## src/rtl/digdug_clk_pkg.sv

```systemverilog
// Shared state encoding and default timing constants for the Dig Dug clock/reset block.
// Defaults assume the 49.147727 MHz PLL clock.
package digdug_clk_pkg;

  typedef enum logic [1:0] {
    S_WAIT = 2'd0,
    S_HOLD = 2'd1,
    S_RUN  = 2'd2
  } state_t;

  localparam int DEF_LOCK_HOLD = 1024;
  localparam int DEF_PIX_DIV   = 8;
  localparam int DEF_CPU_DIV   = 16;

endpackage

```

## src/rtl/sync_2ff.sv

```systemverilog
// Two-flop synchronizer for a single asynchronous level.
// Both flops clear asynchronously on rst_n.
module sync_2ff (
  input  logic clk,
  input  logic rst_n,
  input  logic d,
  output logic q
);

  logic meta;

  // Shift the async level through two flops to settle metastability.
  always_ff @(posedge clk or negedge rst_n) begin
    if (!rst_n) begin
      meta <= 1'b0;
      q    <= 1'b0;
    end else begin
      meta <= d;
      q    <= meta;
    end
  end

endmodule

```

## src/rtl/digdug_clock_reset.sv

```systemverilog
// Core reset sequencer and clock-enable generator: qualifies PLL lock for LOCK_HOLD cycles,
// then releases core_rst_n and produces pixel/CPU enable pulses in the clk domain.
module digdug_clock_reset
  import digdug_clk_pkg::*;
#(
  parameter int LOCK_HOLD = DEF_LOCK_HOLD,
  parameter int PIX_DIV   = DEF_PIX_DIV,
  parameter int CPU_DIV   = DEF_CPU_DIV
) (
  input  logic clk,
  input  logic rst_n,
  input  logic pll_locked,
  input  logic pause,
  output logic core_rst_n,
  output logic ce_pix,
  output logic ce_cpu,
  output logic running
);

  localparam int HOLD_W = (LOCK_HOLD > 1) ? $clog2(LOCK_HOLD) : 1;
  localparam int DIV_W  = $clog2(CPU_DIV);
  localparam int PIX_W  = $clog2(PIX_DIV);
  localparam logic [HOLD_W-1:0] HOLD_LAST = HOLD_W'(LOCK_HOLD - 1);

  logic              lock_s;
  state_t            state;
  state_t            state_nxt;
  logic [HOLD_W-1:0] hold_cnt;
  logic [HOLD_W-1:0] hold_nxt;
  logic [DIV_W-1:0]  div_cnt;
  logic              in_run;

  sync_2ff u_lock_sync (
    .clk   (clk),
    .rst_n (rst_n),
    .d     (pll_locked),
    .q     (lock_s)
  );

  // State and hold-counter registers.
  always_ff @(posedge clk or negedge rst_n) begin
    if (!rst_n) begin
      state    <= S_WAIT;
      hold_cnt <= {HOLD_W{1'b0}};
    end else begin
      state    <= state_nxt;
      hold_cnt <= hold_nxt;
    end
  end

  // Lock qualification: any synchronized low restarts the full hold window.
  always_comb begin
    state_nxt = state;
    hold_nxt  = hold_cnt;
    case (state)
      S_WAIT: begin
        if (lock_s) begin
          hold_nxt  = {HOLD_W{1'b0}};
          state_nxt = S_HOLD;
        end else begin
          state_nxt = S_WAIT;
        end
      end
      S_HOLD: begin
        if (!lock_s) begin
          state_nxt = S_WAIT;
        end else if (hold_cnt == HOLD_LAST) begin
          state_nxt = S_RUN;
        end else begin
          hold_nxt = hold_cnt + HOLD_W'(1);
        end
      end
      S_RUN: begin
        if (!lock_s) begin
          state_nxt = S_WAIT;
        end else begin
          state_nxt = S_RUN;
        end
      end
      default: begin
        state_nxt = S_WAIT;
        hold_nxt  = {HOLD_W{1'b0}};
      end
    endcase
  end

  assign in_run = (state == S_RUN);

  // Registered reset/run flags, divider and enables; enables are gated by the
  // state so none can fire on the edge that drops core_rst_n.
  always_ff @(posedge clk or negedge rst_n) begin
    if (!rst_n) begin
      core_rst_n <= 1'b0;
      running    <= 1'b0;
      div_cnt    <= {DIV_W{1'b0}};
      ce_pix     <= 1'b0;
      ce_cpu     <= 1'b0;
    end else begin
      core_rst_n <= in_run;
      running    <= in_run;
      div_cnt    <= core_rst_n ? (div_cnt + DIV_W'(1)) : {DIV_W{1'b0}};
      ce_pix     <= in_run && (div_cnt[PIX_W-1:0] == {PIX_W{1'b1}});
      ce_cpu     <= in_run && (div_cnt == {DIV_W{1'b1}}) && !pause;
    end
  end

endmodule

```

## config.mk

```make
export PLATFORM = sky130hd
export DESIGN_NAME = digdug_clock_reset
export DESIGN_NICKNAME = d
export VERILOG_FILES = /design/src/rtl/digdug_clk_pkg.sv /design/src/rtl/sync_2ff.sv /design/src/rtl/digdug_clock_reset.sv
export SDC_FILE = /design/constraint.sdc
export NUM_CORES = 1
export LEC_CHECK = 0
export ABC_AREA = 1
export CORE_ASPECT_RATIO = 1.4
export CORE_MARGIN = 2
export CORE_UTILIZATION = 61
export DETAILED_ROUTE_END_ITERATION = 10
export PLACE_DENSITY_LB_ADDON = 0.05
export SYNTH_ARGS = -nofsm -noshare
export SYNTH_HDL_FRONTEND = slang
export SYNTH_SLANG_ARGS = --single-unit
```

## constraint.sdc

```tcl
create_clock -name clk -period 4.08 [get_ports clk]
set_input_delay 0.816 -clock clk [delete_from_list [all_inputs] [get_ports clk]]
set_output_delay 0.816 -clock clk [all_outputs]
set_load 0.05 [all_outputs]
```

# [Word-level counts from Yosys, hierarchy flattened]
# Index checks and enable logic that the tools add are counted.
[word_totals] ff_bits=21 wordCells=36
[classes] bitwise_logic=1 add_sub_neg=2 n_eq_ne=9 reduce_logical=6 muxes=10
[op_table] cell="$mux W10" n=3
[op_table] cell="$pmux W10 S3" n=1
[op_table] cell="$add A10 B1 Y10 const B" n=1
[op_table] cell="$eq A10 B10 Y1 const B" n=1
[op_table] cell="$mux W2" n=3
[op_table] cell="$pmux W2 S3" n=1
[op_table] cell="$add A4 B1 Y4 const B" n=1
[op_table] cell="$eq A4 B4 Y1 const B" n=1
[op_table] cell="$mux W4" n=1
[op_table] cell="$ne A2 B1 Y1 const B" n=2
[op_table] cell="$reduce_and A4 Y1" n=1
[op_table] cell="$eq A3 B3 Y1 const B" n=1
[op_table] cell="$logic_and A1 B1 Y1" n=3
[op_table] cell="$ne A3 B3 Y1 const B" n=1
[op_table] cell="$eq A2 B1 Y1 const B" n=1
[op_table] cell="$eq A2 B2 Y1 const B" n=1
[op_table] cell="$logic_not A2 Y1" n=1
[op_table] cell="$ne A2 B2 Y1 const B" n=1
[op_table] cell="$logic_not A1 Y1" n=1
[op_table] cell="$mux W1" n=1
[op_table] cell="$not A1 Y1" n=1

# [Depth between registers and ports, before layout]
[logic_depth] depth_word=4 mapped_depth=10 ltp_nobuf=9

# [Cells and area by module]
# Synthesis repeated with hierarchy kept, for this count alone.
[unflattened] cells_unflattened=142 area_unflattened_um2=1128.6
[modules_own_cells] mod="digdug_clock_reset" area_each_um2=1078.5 cells_per_inst=140 instances=1 seq_area_each_um2=475.5
[modules_own_cells] mod="sync_2ff" area_each_um2=50.0 cells_per_inst=2 instances=1 seq_area_each_um2=50.0

# [Worst setup path before layout]
# Ideal clock, no wire load.
[synth_timing] path_type="reg-to-output" from="register running" to="output running" required_time_ns=3.264 n_path_buf=1 path_stages_with_launch=2 arrival_time_ns=0.951 slack_ns=2.313 cell_sequence="dfrtp_1 buf_4"
[synth_lines] item="start: declaration" line_no="digdug_clock_reset.sv:17" source="output logic running"
[synth_lines] item="start signal: assignment" line_no="digdug_clock_reset.sv:100" source="running <= in_run;"
# No word-level cell between the ends.

==> summary.md <==
| Metric | Value |
|---|---|
| Outcome | finished, final reports clean |
| Max-cap violations | 0 |
| Worst setup path endpoint | core_rst_n |
| Fin worst setup slack | 1.69 ns |
| Register-to-register setup slack | 2.39 ns |
| Crit path buffers/inverters | 1 |
| Hold Vio Cnt, Final | 0 |
| CP arrival | 1.57 ns |
| Most frequent cells in the layout | nand2_1, dfrtp_1, inv_1 |
| I/O Buffers | 7 |
| Die area | 0.00222 sq mm |
| Largest net degree at the start of global routing | 22 |
| Pre-CTS setup slack | 2.04 ns |
| Fin crit period | 2.39 ns |
| CP required | 3.26 ns |
| Antenna diodes | 0 |
| Synth Flop Type | dfrtp_1 |
| Placed Area | 0.00120 sq mm |
| TritonCTS clock tree | built |
| Placed Instances | 161 |
| CTS Hold Bufs | 0 |
| Ports | 8 |
| Worst path depth | 1 |
| Post-route cell area | 0.00123 sq mm |
| Die Ht | 55.0 um |
| Most common cell after layout, fill and taps aside | nand2_1 |
| Crit Reg-Reg Startpoint | state[1] |
| Library cells used by synthesis | 23 |
| Int Pwr | 0.327 mW |
| Avg Inst Size Synth | 8.26 sq um |
| Global route overflow | 0 |
| CP max-delay cell | clkdlybuf4s50_1 |
| Final GP Congestion | 0.647 |
| Final Non-Filler Cells | 165 |
| Initial antenna violation count | 0 |
| Clock power frac | 0.190 |
| Syn_nets | 148 |
| Sequential share of power | 0.486 |
| Area grow syn2layout | 8.63% |
| Crit-path cells | clkdlybuf4s50_1 |
| Fill count | 148 |
| P_sw | 0.211 mW |
| Top delay family on crit path | buffers and inverters |
| Crit Path Category | reg -> out |
| Number of cells on the worst reg-to-reg path | 9 |
| Core area | 0.00176 sq mm |
| CTS sink cnt | 21 |
| Final setup fails | 0 |
| Seq cells post-synth | 21 |
| Slew headroom | 0.386 |
| Post-CTS Setup Repair Bufs | 0 |
| Total clock buffers created by CTS | 3 |
| Total track usage | 0.201 |
| Slew @ Worst Pin | 0.918 ns |
| Clk root buf | clkbuf_4 |
| Clk_lat worst skew | 0.30 ns |
| Clk slew on worst S/H paths | 0.12 ns |
| Total wire length | 1.83 mm |
| VDD IR max | 334 uV |
| EDFF count, synth | 0 |
| Max incr delay on CP | 0.83 ns |
| Share of layout cells above drive strength 1 | 0.0966 |
| Starting Density | 0.644 |
| Placed wire-length estimate | 1.36 mm |
| Via count | 840 |
| Pwr dens | 438 mW/mm^2 |
| Routed WL per cell | 11.1 um |
| Worst Path Max Fanout | 6 |
| Sequential share of the synthesized area | 0.465 |
| Post-route setup TNS | 0 ns |
| CTS H-tree lvls | 1 |
| Asr flop ratio synth | 1.00 |
| Syn Inst Count | 137 |
| Synth warn | 0 |
| CP Launch Type | flip-flop |
| Worst clock skew | 0.00185 ns |
| First-pass GRT wire length | 3.04 mm |
| Mapped cell area | 0.00113 sq mm |
| Vias/cell | 5.09 |
| 1st-iter DRT viols | 14 |
| R2r endpoint | hold_cnt[8] |
| Pleak | 0.655 nW |
| # resized after CTS | 0 |
| DIE WIDTH | 40.4 um |
| Max clock buf depth | 2 |
| Crit path from | running |
| Drt drc | 0 |
| Antenna Nets Post-Route | 0 |
| Fin nets | 157 |
| Final Cycle Share | 0.585 |
| Max-slew violation count | 0 |
| Hold crit path type | reg -> reg |
| Comb power frac | 0.324 |
| Row count | 18 |
| Maximum clock frequency | 0.419 GHz |
| Unrepaired setup endpoints after global routing | no |
| DRT Pass-1 Iters | 5 |
| Crit. End Element | output pin |
| Vias in the first global route | 777 |
| Sw frac | 0.393 |
==> cells by family after synthesis <==
family	share of synthesized area
compound gates	0.0420
xor+xnor	0.0155
fa+ha+maj	0.0774
buf+inv	0.0774
flops	0.465
simple gates	0.323
==> cells in the mapped netlist (2+ instances only) <==
library cell | number | area, sq um
inv_1 | 17 | 63.8
nand2_2 | 5 | 31.3
o21ai_0 | 3 | 15.0
nand2_1 | 45 | 169
dfrtp_1 | 21 | 526
o21ai_1 | 2 | 10.0
nand3_1 | 8 | 40.0
nand3b_1 | 2 | 15.0
o21ai_2 | 2 | 17.5
ha_1 | 7 | 87.6
nor2_1 | 13 | 48.8
==> how the worst min path moves through the flow <==
stage / startpoint / end / cells past startpoint
floorplan: u_lock_sync.meta / u_lock_sync.q / 0
global placement: u_lock_sync.meta / u_lock_sync.q / 0
detailed placement: u_lock_sync.meta / u_lock_sync.q / 0
CTS: u_lock_sync.meta / u_lock_sync.q / 0
global route: u_lock_sync.meta / u_lock_sync.q / 0
finish: u_lock_sync.meta / u_lock_sync.q / 0
==> power by group through the flow <==
stage / logic (mW) / clock network, mW / registers (mW)
final: 0.174 / 0.102 / 0.261
after global routing: 0.202 / 0.109 / 0.267
after CTS: 0.178 / 0.103 / 0.262
after detailed placement: 0.175 / 0 / 0.266
after global placement: 0.171 / 0 / 0.263
after floorplan: 0.137 / 0 / 0.270
==> layout make-up <==
type	count	area, sq um	share of cell area
inverters	17	63.8	0.0519
flip-flops and latches	21	526	0.428
clock buffers	4	26.3	0.0214
multi-input cells	96	518	0.422
repair buffers	7	70.1	0.0570
well taps	20	25.0	0.0204
==> registers in the layout, summed over array words and instances (netlist names) <==
| register | cells |
|---|---|
| u_lock_sync.q | 1 |
| ce_pix | 1 |
| div_cnt | 4 |
| u_lock_sync.meta | 1 |
| state | 2 |
| ce_cpu | 1 |
| running | 1 |
| hold_cnt | 10 |
==> stage by stage <==
step,hold slack [ns],power (mW),util
after detailed placement,0.340,0.441,0.684
after CTS,0.367,0.542,0.699
after global routing,0.377,0.578,0.699
final,0.364,0.538,0.699
after floorplan,0.331,0.407,-
after global placement,0.334,0.434,0.684
==> routing by layer <==
layer	track usage	up-vias	share of wire
li1	-	435	-
met4	0.0500	0	0.0033
met2	0.394	10	0.54
met1	0.213	393	0.43
met3	0.0240	2	0.031
met5	0	-	0
Note: power is estimated with default switching activity, not from simulation.
